## src/rtl/uart_pkg.sv

```systemverilog
// uart_pkg: shared types and helpers for the UART TX/RX blocks.
//   tx_state_e  - transmitter FSM states (BREAK/MARK only reachable when
//                 the design is built with UART_TX_BREAK_EN defined)
//   parity_e    - encoding of the 2-bit parity configuration field
//   calc_parity - parity bit over the low n bits of a payload
package uart_pkg;

  typedef enum logic [2:0] {
    IDLE,
    START,
    DATA,
    PARITY,
    STOP,
    BREAK,
    MARK
  } tx_state_e;

  typedef enum logic [1:0] {
    PAR_NONE,
    PAR_EVEN,
    PAR_ODD,
    PAR_MARK
  } parity_e;

  // Widest payload calc_parity accepts; callers zero-extend into it.
  localparam int PAR_DATA_W = 32;

  // Only bits [n-1:0] contribute, so unused upper payload bits never leak
  // into the parity of a short frame.
  function automatic logic calc_parity(input logic [PAR_DATA_W-1:0] data,
                                       input logic [5:0]            n,
                                       input parity_e               mode);
    logic even;
    even = 1'b0;
    for (int i = 0; i < PAR_DATA_W; i++) begin
      if (i < int'(n)) even = even ^ data[i];
    end
    case (mode)
      PAR_EVEN: calc_parity = even;
      PAR_ODD:  calc_parity = ~even;
      PAR_MARK: calc_parity = 1'b1;
      default:  calc_parity = 1'b0;
    endcase
  endfunction

endpackage

```

## src/rtl/uart_bit_timer.sv

```systemverilog
// uart_bit_timer: counts baud ticks and flags the last tick of a bit period.
// Shared between the UART transmitter and receiver.
// Ports:
//   i_clk      clock
//   i_rst      asynchronous active-high reset
//   i_clr      hold the counter at zero (ticks ignored while set)
//   i_stick    one-cycle baud tick at OVER_SAMPLE x baud rate
//   o_bit_end  high on the tick that completes OVER_SAMPLE ticks
module uart_bit_timer #(
  parameter int OVER_SAMPLE = 16
) (
  input  logic i_clk,
  input  logic i_rst,
  input  logic i_clr,
  input  logic i_stick,
  output logic o_bit_end
);

  localparam int CW = (OVER_SAMPLE > 1) ? $clog2(OVER_SAMPLE) : 1;
  localparam logic [CW-1:0] LAST = CW'(OVER_SAMPLE - 1);

  logic [CW-1:0] cnt;

  always_ff @(posedge i_clk or posedge i_rst) begin
    if (i_rst) begin
      cnt <= '0;
    end else if (i_clr) begin
      cnt <= '0;
    end else if (i_stick) begin
      cnt <= (cnt == LAST) ? '0 : cnt + CW'(1);
    end
  end

  assign o_bit_end = i_stick & ~i_clr & (cnt == LAST);

endmodule

```

## src/rtl/uart_tx_cfg.sv

```systemverilog
// uart_tx_cfg: runtime-configurable UART transmitter.
// Frame: start bit, 1..DATA_MAX data bits LSB first, optional parity,
// one or two stop bits; each bit lasts OVER_SAMPLE i_stick ticks.
// Optional feature macro: UART_TX_BREAK_EN adds the i_break port and
// BREAK/MARK states (line held low while i_break, then one mark bit).
// Ports:
//   i_clk, i_rst      clock, asynchronous active-high reset
//   i_stick           baud tick from the shared baud generator
//   i_cfg_dbits       data bits minus one
//   i_cfg_par         00 none, 01 even, 10 odd, 11 mark
//   i_cfg_stop2       1 selects two stop bits
//   i_valid/o_ready   FIFO handshake; transfer when both high
//   i_data            payload, bit 0 transmitted first
//   o_tx_serial       registered serial line, idle high
//   o_busy            frame or break in progress
//   o_tx_done         one-cycle pulse after the last stop bit
//   i_break           (UART_TX_BREAK_EN only) request a line break
module uart_tx_cfg
  import uart_pkg::*;
#(
  parameter int DATA_MAX    = 8,
  parameter int OVER_SAMPLE = 16,
  parameter int DBW         = $clog2(DATA_MAX)
) (
  input  logic                i_clk,
  input  logic                i_rst,
  input  logic                i_stick,
  input  logic [DBW-1:0]      i_cfg_dbits,
  input  logic [1:0]          i_cfg_par,
  input  logic                i_cfg_stop2,
  input  logic                i_valid,
  output logic                o_ready,
  input  logic [DATA_MAX-1:0] i_data,
  output logic                o_tx_serial,
  output logic                o_busy,
  output logic                o_tx_done
`ifdef UART_TX_BREAK_EN
  ,
  input  logic                i_break
`endif
);

  tx_state_e           state;
  logic [DATA_MAX-1:0] sh_data;
  logic [DBW-1:0]      sh_dbits;
  logic                sh_par_on;
  logic                sh_par_bit;
  logic                sh_stop2;
  logic [DBW-1:0]      bit_idx;
  logic                stop_second;
  logic                bit_end;
  logic                timer_clr;

  // The timer restarts from zero whenever the line is not timing a bit,
  // so a tick landing on the accept (or break-release) cycle is ignored.
  assign timer_clr = (state == IDLE) || (state == BREAK);

  uart_bit_timer #(.OVER_SAMPLE(OVER_SAMPLE)) u_bit_timer (
    .i_clk     (i_clk),
    .i_rst     (i_rst),
    .i_clr     (timer_clr),
    .i_stick   (i_stick),
    .o_bit_end (bit_end)
  );

  assign o_ready = (state == IDLE);
  assign o_busy  = ~o_ready;

  always_ff @(posedge i_clk or posedge i_rst) begin
    if (i_rst) begin
      state       <= IDLE;
      o_tx_serial <= 1'b1;
      o_tx_done   <= 1'b0;
      sh_data     <= '0;
      sh_dbits    <= '0;
      sh_par_on   <= 1'b0;
      sh_par_bit  <= 1'b0;
      sh_stop2    <= 1'b0;
      bit_idx     <= '0;
      stop_second <= 1'b0;
    end else begin
      o_tx_done <= 1'b0;
      case (state)
        IDLE: begin
`ifdef UART_TX_BREAK_EN
          if (i_break) begin
            o_tx_serial <= 1'b0;
            state       <= BREAK;
          end else
`endif
          if (i_valid) begin
            // Shadow the configuration so changes only affect the next frame.
            sh_data     <= i_data;
            sh_dbits    <= i_cfg_dbits;
            sh_par_on   <= (i_cfg_par != 2'b00);
            sh_par_bit  <= calc_parity(PAR_DATA_W'(i_data),
                                       6'(i_cfg_dbits) + 6'd1,
                                       parity_e'(i_cfg_par));
            sh_stop2    <= i_cfg_stop2;
            bit_idx     <= '0;
            stop_second <= 1'b0;
            o_tx_serial <= 1'b0;
            state       <= START;
          end
        end
        START: begin
          if (bit_end) begin
            o_tx_serial <= sh_data[0];
            sh_data     <= sh_data >> 1;
            state       <= DATA;
          end
        end
        DATA: begin
          if (bit_end) begin
            if (bit_idx == sh_dbits) begin
              if (sh_par_on) begin
                o_tx_serial <= sh_par_bit;
                state       <= PARITY;
              end else begin
                o_tx_serial <= 1'b1;
                state       <= STOP;
              end
            end else begin
              bit_idx     <= bit_idx + DBW'(1);
              o_tx_serial <= sh_data[0];
              sh_data     <= sh_data >> 1;
            end
          end
        end
        PARITY: begin
          if (bit_end) begin
            o_tx_serial <= 1'b1;
            state       <= STOP;
          end
        end
        STOP: begin
          if (bit_end) begin
            if (sh_stop2 && !stop_second) begin
              stop_second <= 1'b1;
            end else begin
              state     <= IDLE;
              o_tx_done <= 1'b1;
            end
          end
        end
`ifdef UART_TX_BREAK_EN
        BREAK: begin
          if (!i_break) begin
            o_tx_serial <= 1'b1;
            state       <= MARK;
          end
        end
        MARK: begin
          if (bit_end) state <= IDLE;
        end
`endif
        default: begin
          o_tx_serial <= 1'b1;
          state       <= IDLE;
        end
      endcase
    end
  end

endmodule

```

## config.mk

```make
export PLATFORM = sky130hd
export DESIGN_NAME = uart_tx_cfg
export DESIGN_NICKNAME = d
export VERILOG_FILES = /design/src/rtl/uart_pkg.sv /design/src/rtl/uart_bit_timer.sv /design/src/rtl/uart_tx_cfg.sv
export SDC_FILE = /design/constraint.sdc
export NUM_CORES = 1
export LEC_CHECK = 0
export ABC_CLOCK_PERIOD_IN_PS = 2570
export CORE_MARGIN = 10
export CORE_UTILIZATION = 50
export CTS_CLUSTER_DIAMETER = 150
export DETAILED_ROUTE_END_ITERATION = 16
export GPL_TIMING_DRIVEN = 0
export PLACE_DENSITY_LB_ADDON = 0.25
export SYNTH_ARGS = -nofsm -noshare
export SYNTH_HDL_FRONTEND = slang
export SYNTH_HIERARCHICAL = 1
export SYNTH_SLANG_ARGS = --single-unit
```

## constraint.sdc

```tcl
create_clock -name i_clk -period 2.57 [get_ports i_clk]
set_input_delay 0.257 -clock i_clk [delete_from_list [all_inputs] [get_ports i_clk]]
set_output_delay 0.257 -clock i_clk [all_outputs]
set_load 0.02 [all_outputs]
```

# Word level (Yosys, flattened, before mapping)
# Cells that the tools add are included.
[totals] regBits=27 in_bits=18 output_inout_bits=4
[classes] n_addsub=3 n_lt_le_gt_ge=8 eq_ne=19 muxes=59 n_bitwise=13 n_reduce_logical=15
[op_table] cell="2-to-1 mux 1 bit" count=35
[op_table] cell="2-to-1 mux 3 bit" count=11
[op_table] cell="2-to-1 mux 8 bit" count=4
[op_table] cell="one-hot mux 8 bit (3 select lines)" count=1
[op_table] cell="!= test 2 bit (second input constant)" count=9
[op_table] cell="less-than comparator 3 x 4 -> 1 bit (first input constant)" count=4
[op_table] cell="one-hot mux 3 bit (5 select lines)" count=1
[op_table] cell="2-to-1 mux 4 bit" count=3
[op_table] cell="AND reduction 5 bit" count=2
[op_table] cell="less-than comparator 1 x 4 -> 1 bit (first input constant)" count=2
[op_table] cell="less-than comparator 2 x 4 -> 1 bit (first input constant)" count=2
[op_table] cell="AND reduction 4 bit" count=2
[op_table] cell="nonzero test 2 bit" count=4
[op_table] cell="AND reduction 7 bit" count=1
[op_table] cell="XOR 1 bit" count=7
[op_table] cell="equality test 3 x 2 -> 1 bit (second input constant)" count=2
[op_table] cell="equality test 3 bit (second input constant)" count=2
[op_table] cell="one-hot mux 3 bit (2 select lines)" count=1
[op_table] cell="one-hot mux 1 bit (5 select lines)" count=1
[op_table] cell="adder 3 x 1 -> 4 bit (second input constant)" count=1
[op_table] cell="adder 4 x 1 -> 4 bit (second input constant)" count=1
[op_table] cell="equality test 2 bit (second input constant)" count=2
[op_table] cell="equality test 4 bit (second input constant)" count=1
[op_table] cell="inverter 1 bit" count=4
[op_table] cell="other kinds (13)" count=14

# Logic depth before layout (Yosys ltp)
[logic_depth] word_depth=35 depth_mapped=11

# Modules after synthesis
# The synthesis kept the hierarchy.
[modules_own_cells] module="uart_tx_cfg" instances=1 cells_per_inst=184 area_per_inst_um2=1542.7 seq_area_each_um2=576.8
[modules_own_cells] module="uart_bit_timer" instances=1 cells_per_inst=23 area_per_inst_um2=212.7 seq_area_each_um2=100.1

# Worst setup path before layout
# OpenSTA, ideal clock, no wires.
[synth_path] path_kind="register to register" startpoint="reg state[2]" endpoint="reg sh_data[3]" setup_time_ps=77 t_arrival_ps=2368 t_required_ps=2493 setup_slack_ps=124 stages_incl_launch_ff=12 path_cell_list="dfrtp_1 -> clkbuf_1 -> xor2_1 -> nor2_1 -> nor3_1 -> mux2i_1 -> o21ai_0 -> nand2b_1 -> nor2_1 -> buf_2 -> nor2_1 -> a21oi_1"
[synth_between] elab_chain_len=7 elab_cells_between_ends=15 cone_classes="eq/ne (7); mux (1); bitwise (3); reduce/logical (4)"
[synth_rtl] item="from (decl)" line="uart_tx_cfg.sv:43" rtl="tx_state_e state;"
[synth_rtl] item="from (signal assigned)" line="uart_tx_cfg.sv:71" rtl="state <= IDLE;"
[synth_rtl] item="from (signal assigned)" line="uart_tx_cfg.sv:103" rtl="state <= START;"
[synth_rtl] item="from (signal assigned)" line="uart_tx_cfg.sv:110" rtl="state <= DATA;"
[synth_rtl] item="equality test 3 bit or zero test 3 bit (tied branches)" line="uart_tx_cfg.sv:56" rtl="assign timer_clr = (state == IDLE) || (state == BREAK);"
[synth_rtl] item="logical OR 1 bit *" line="uart_tx_cfg.sv:56"
[synth_rtl] item="named net timer_clr" line="uart_tx_cfg.sv:52" rtl="logic timer_clr;"
[synth_rtl] item="inverter 1 bit *" line="uart_bit_timer.sv:34" rtl="assign o_bit_end = i_stick & ~i_clr & (cnt == LAST);"
[synth_rtl] item="bitwise AND 1 bit * (2 in series)" line="uart_bit_timer.sv:34"
[synth_rtl] item="named net bit_end" line="uart_tx_cfg.sv:51" rtl="logic bit_end;"
[synth_rtl] item="!= test 2 bit (no line)"
[synth_rtl] item="AND reduction 5 bit (no line) *"
[synth_rtl] item="to (signal assigned)" line="uart_tx_cfg.sv:93" rtl="sh_data <= i_data;"
[synth_rtl] item="to (signal assigned)" line="uart_tx_cfg.sv:109" rtl="sh_data <= sh_data >> 1;"
[synth_rtl] item="to (signal assigned)" line="uart_tx_cfg.sv:126" rtl="sh_data <= sh_data >> 1;"
[synth_rtl] item="to (decl)" line="uart_tx_cfg.sv:44" rtl="logic [DATA_MAX-1:0] sh_data;"
# Mark *: on every way through the listed nets, which the timed path passes. The rest lies on a longest branch.
# A chain may end at the register's enable or synchronous reset.

# Worst setup path in the final report
[layout_path] startpoint="reg state[2]" endpoint="reg sh_data[4]"
# Same word-level chain as after synthesis.

==> flow_metrics.py <==
metrics = {
    "cts": {
        "hold_buffers": 0,
        "clock_path_buffers": 2,
        "cts_tree": "yes",
        "clk_latency_ns": 0.33,
        "cts.sinks": 27,
        "clk_pin_slew_ns": 0.15,
        "h-tree-depth": 1,
        "cts_buffers": 3,
        "root_buffer": "clkbuf_4",
    },
    "cells_and_area": {
        "drive_gt1_share_pct": 11.5,
        "fill_cells": 339,
        "antenna_cells": 0,
        "num-nets-final": 259,
        "syn2layout_area_growth_pct": 19.5,
        "multi_input_area_mm2": 0.00102,
        "ff_latch_area_um2": 677,
    },
    "critical_path": {
        "ff2ff_path_depth": 12,
        "worstSetupStartpointType": "flip-flop",
        "cp_max_fo": 10,
        "worstReg2RegEnd": "sh_data[4]$_DFFE_PP0P_",
        "critical_path_class": "reg2reg",
        "critPathArrivalTime_ns": 2.60,
        "r2r_slack_ns": 0.24,
        "required_ns": 2.84,
        "worstSetupEndpointType": "flip-flop",
        "r2r_start": "state[2]$_DFFE_PP0P_",
    },
    "routing": {
        "ant_nets": 0,
        "detail_route.vias_per_cell": 5.50,
        "drt_iter0_markers": 91,
        "num_vias": 1546,
        "dr.pass1.iters": 4,
        "drc": 0,
        "wire_per_inst_um": 13.6,
        "totalWireLength_um": 3830,
    },
    "pwr": {
        "vdd_drop_max_uv": 448,
        "p_leak_nw": 0.951,
        "p_total_mw": 1.81,
        "power_density_mw_per_mm2": 864,
    },
    "die": {
        "die_w_um": 79.3,
        "die_y_um": 79.3,
        "rows": 21,
        "die-area_mm2": 0.00628,
        "coreArea_mm2": 0.00336,
        "initial_core_util_pct": 52.2,
        "io_pins": 22,
    },
    "yosys": {
        "seq_area_frac_synth_pct": 38.6,
        "syn_nets": 230,
        "syn_avg_cell_area_um2": 8.48,
        "ys_warn_count": 6,
        "synth-seq-cells": 27,
        "syn_area_mm2": 0.00176,
        "ys_types": 41,
        "synth_edf_count": 0,
        "async_flop_share_pct": 100,
        "syn_inst": 207,
        "synthFlopType": "dfrtp_1",
    },
    "timing": {
        "setup_viol": 0,
        "post-route-period-util_pct": 90.8,
        "fmax_mhz": 429,
        "maxSlewViolCount": 0,
        "report.final.hold_viol_count": 0,
        "clock_skew_ns": 0.00573,
        "whs_ns": 0.116,
        "tightest_slew_ns": 0.893,
        "period_needed_ns": 2.33,
        "maxSlewHeadroom_pct": 40.4,
    },
    "global_route": {
        "gr-total-overflow": 0,
        "antenna_found_initial": 0,
        "grt_pass1_vias": 1543,
        "grt_max_degree": 24,
        "track_usage_pct": 12.6,
        "grt_pass1_wl_um": 6730,
    },
    "placed_design": {
        "port_buffers": 21,
        "hpwl_um": 2980,
        "gp_congestion": 0.821,
    },
    "min_path": {
        "hp-class": "in2async",
    },
    "outcome": {
        "status": "complete, no violations",
    },
    "flow_run": {
        "drv_cap": 0,
    },
}
flip-flops by register name, summed over array words and instances (netlist names):
name / cells
o_tx_done: 1
sh_data: 8
sh_dbits: 3
bit_idx: 3
u_bit_timer/cnt: 4
sh_par_on: 1
sh_par_bit: 1
state: 3
stop_second: 1
o_tx_serial: 1
sh_stop2: 1
stage by stage:
step	worst slack, ns	instance area [um^2]	std cells	utilization [%]	setup TNS, ns
final	0.237	2100	281	62.4	0
after global routing	-0.0323	2100	281	62.4	-0.0328
after CTS	0.0349	2070	278	61.4	0
after detailed placement	-0.487	2020	274	60.2	-3.93
after global placement	-0.401	2020	274	60.2	-3.20
after floorplan	0.124	1760	207	-	0
how the worst max path moves through the flow:
stage                              start                endpoint  slack [ns]
floorplan           state[2]$_DFFE_PP0P_  sh_data[3]$_DFFE_PP0P_        0.12
global placement    state[2]$_DFFE_PP0P_  sh_data[4]$_DFFE_PP0P_       -0.40
detailed placement  state[2]$_DFFE_PP0P_  sh_data[3]$_DFFE_PP0P_       -0.49
CTS                 state[2]$_DFFE_PP0P_  sh_data[3]$_DFFE_PP0P_        0.03
global route        state[2]$_DFFE_PP0P_  sh_data[4]$_DFFE_PP0P_       -0.03
finish              state[2]$_DFFE_PP0P_  sh_data[4]$_DFFE_PP0P_        0.24
power by group:
part	switching [mW]	leakage (nW)	total [mW]	internal, mW
logic	0.552	0.600	0.955	0.403
clock network	0.127	0.0177	0.186	0.0585
registers	0.0940	0.334	0.672	0.578
worst max-delay path: stages, from the launching register on:
cell	delay, ns
dfrtp_1	0.46
clkbuf_2	0.27
xor2_1	0.17
nor2_1	0.13
nor3_4	0.22
buf_4	0.16
nand2_1	0.04
o21ai_0	0.08
nand2b_1	0.14
nor2_4	0.21
buf_2	0.24
nor2_1	0.06
a21oi_1	0.11
layer usage:
metal / vias to the layer above / track usage, % / routed length, um
li1: 780 / - / -
met1: 729 / 15.0 / 1720
met3: 6 / 1.69 / 122
met4: 0 / 5.20 / 70
met5: - / 0 / 0
met2: 31 / 22.3 / 1910
cell usage in the layout, fill, tap and decap left out, types with 3 or more instances in the layout:
master,Yosys,layout
a21oi_1,16,16
a31oi_1,4,4
buf_2,5,5
buf_4,0,3
clkbuf_4,0,3
clkdlybuf4s50_1,0,19
dfrtp_1,26,26
ha_1,5,5
inv_1,11,11
mux2i_1,11,11
nand2_1,28,28
nand2_2,3,3
nand2b_1,6,6
nand3_1,4,4
nor2_1,20,19
nor2b_1,3,3
nor3_1,6,5
o211ai_1,4,4
o21ai_0,12,12
o22ai_1,3,3
xnor2_1,6,6
xor2_1,5,5
what timing repair did:
action,in CTS,in global routing
setup endpoints to repair,10,9
pin swaps,0,1
gates resized for setup,4,3
setup buffers,0,3
cloned,0,0
final cells by class:
| type | instances | share of cell area (%) |
|---|---|---|
| Sequential cell | 27 | 32.3 |
| Buffer | 7 | 1.97 |
| Tap cell | 46 | 2.74 |
| Inverter | 11 | 1.97 |
| Timing Repair Buffer | 24 | 11.3 |
| Clock inverter | 1 | 0.239 |
| Clock buffer | 3 | 1.07 |
| Multi-Input combinational cell | 162 | 48.4 |
cells in the mapped netlist, types with 2 or more instances:
library cell	n	share of area [%]
a211oi_1	2	0.86
a21boi_2	2	1.3
a21oi_1	16	4.6
a31oi_1	4	1.4
and3_1	2	0.71
buf_2	5	1.4
dfrtp_1	26	37
ha_1	5	3.6
inv_1	11	2.4
mux2i_1	11	6.3
nand2_1	28	6.0
nand2_2	3	1.1
nand2b_1	6	2.1
nand3_1	4	1.1
nand3b_1	2	0.86
nor2_1	20	4.3
nor2b_1	3	1.1
nor3_1	6	1.7
nor3b_1	2	0.86
o211ai_1	4	1.7
o21ai_0	12	3.4
o21ai_1	2	0.57
o22ai_1	3	1.1
or3_1	2	0.71
xnor2_1	6	3.0
xor2_1	5	2.5
cells by family after synthesis:
family,Yosys count,synth area share [%]
buffers and inverters,18,4.63
adders and majority gates,5,3.56
muxes,12,6.91
and+or+nand+nor,80,21.5
AOI/OAI and AO/OA,54,19.4
DFF,27,38.6
xor gates and xnor gates,11,5.49
No activity file was read; power rests on OpenSTA's default activity.
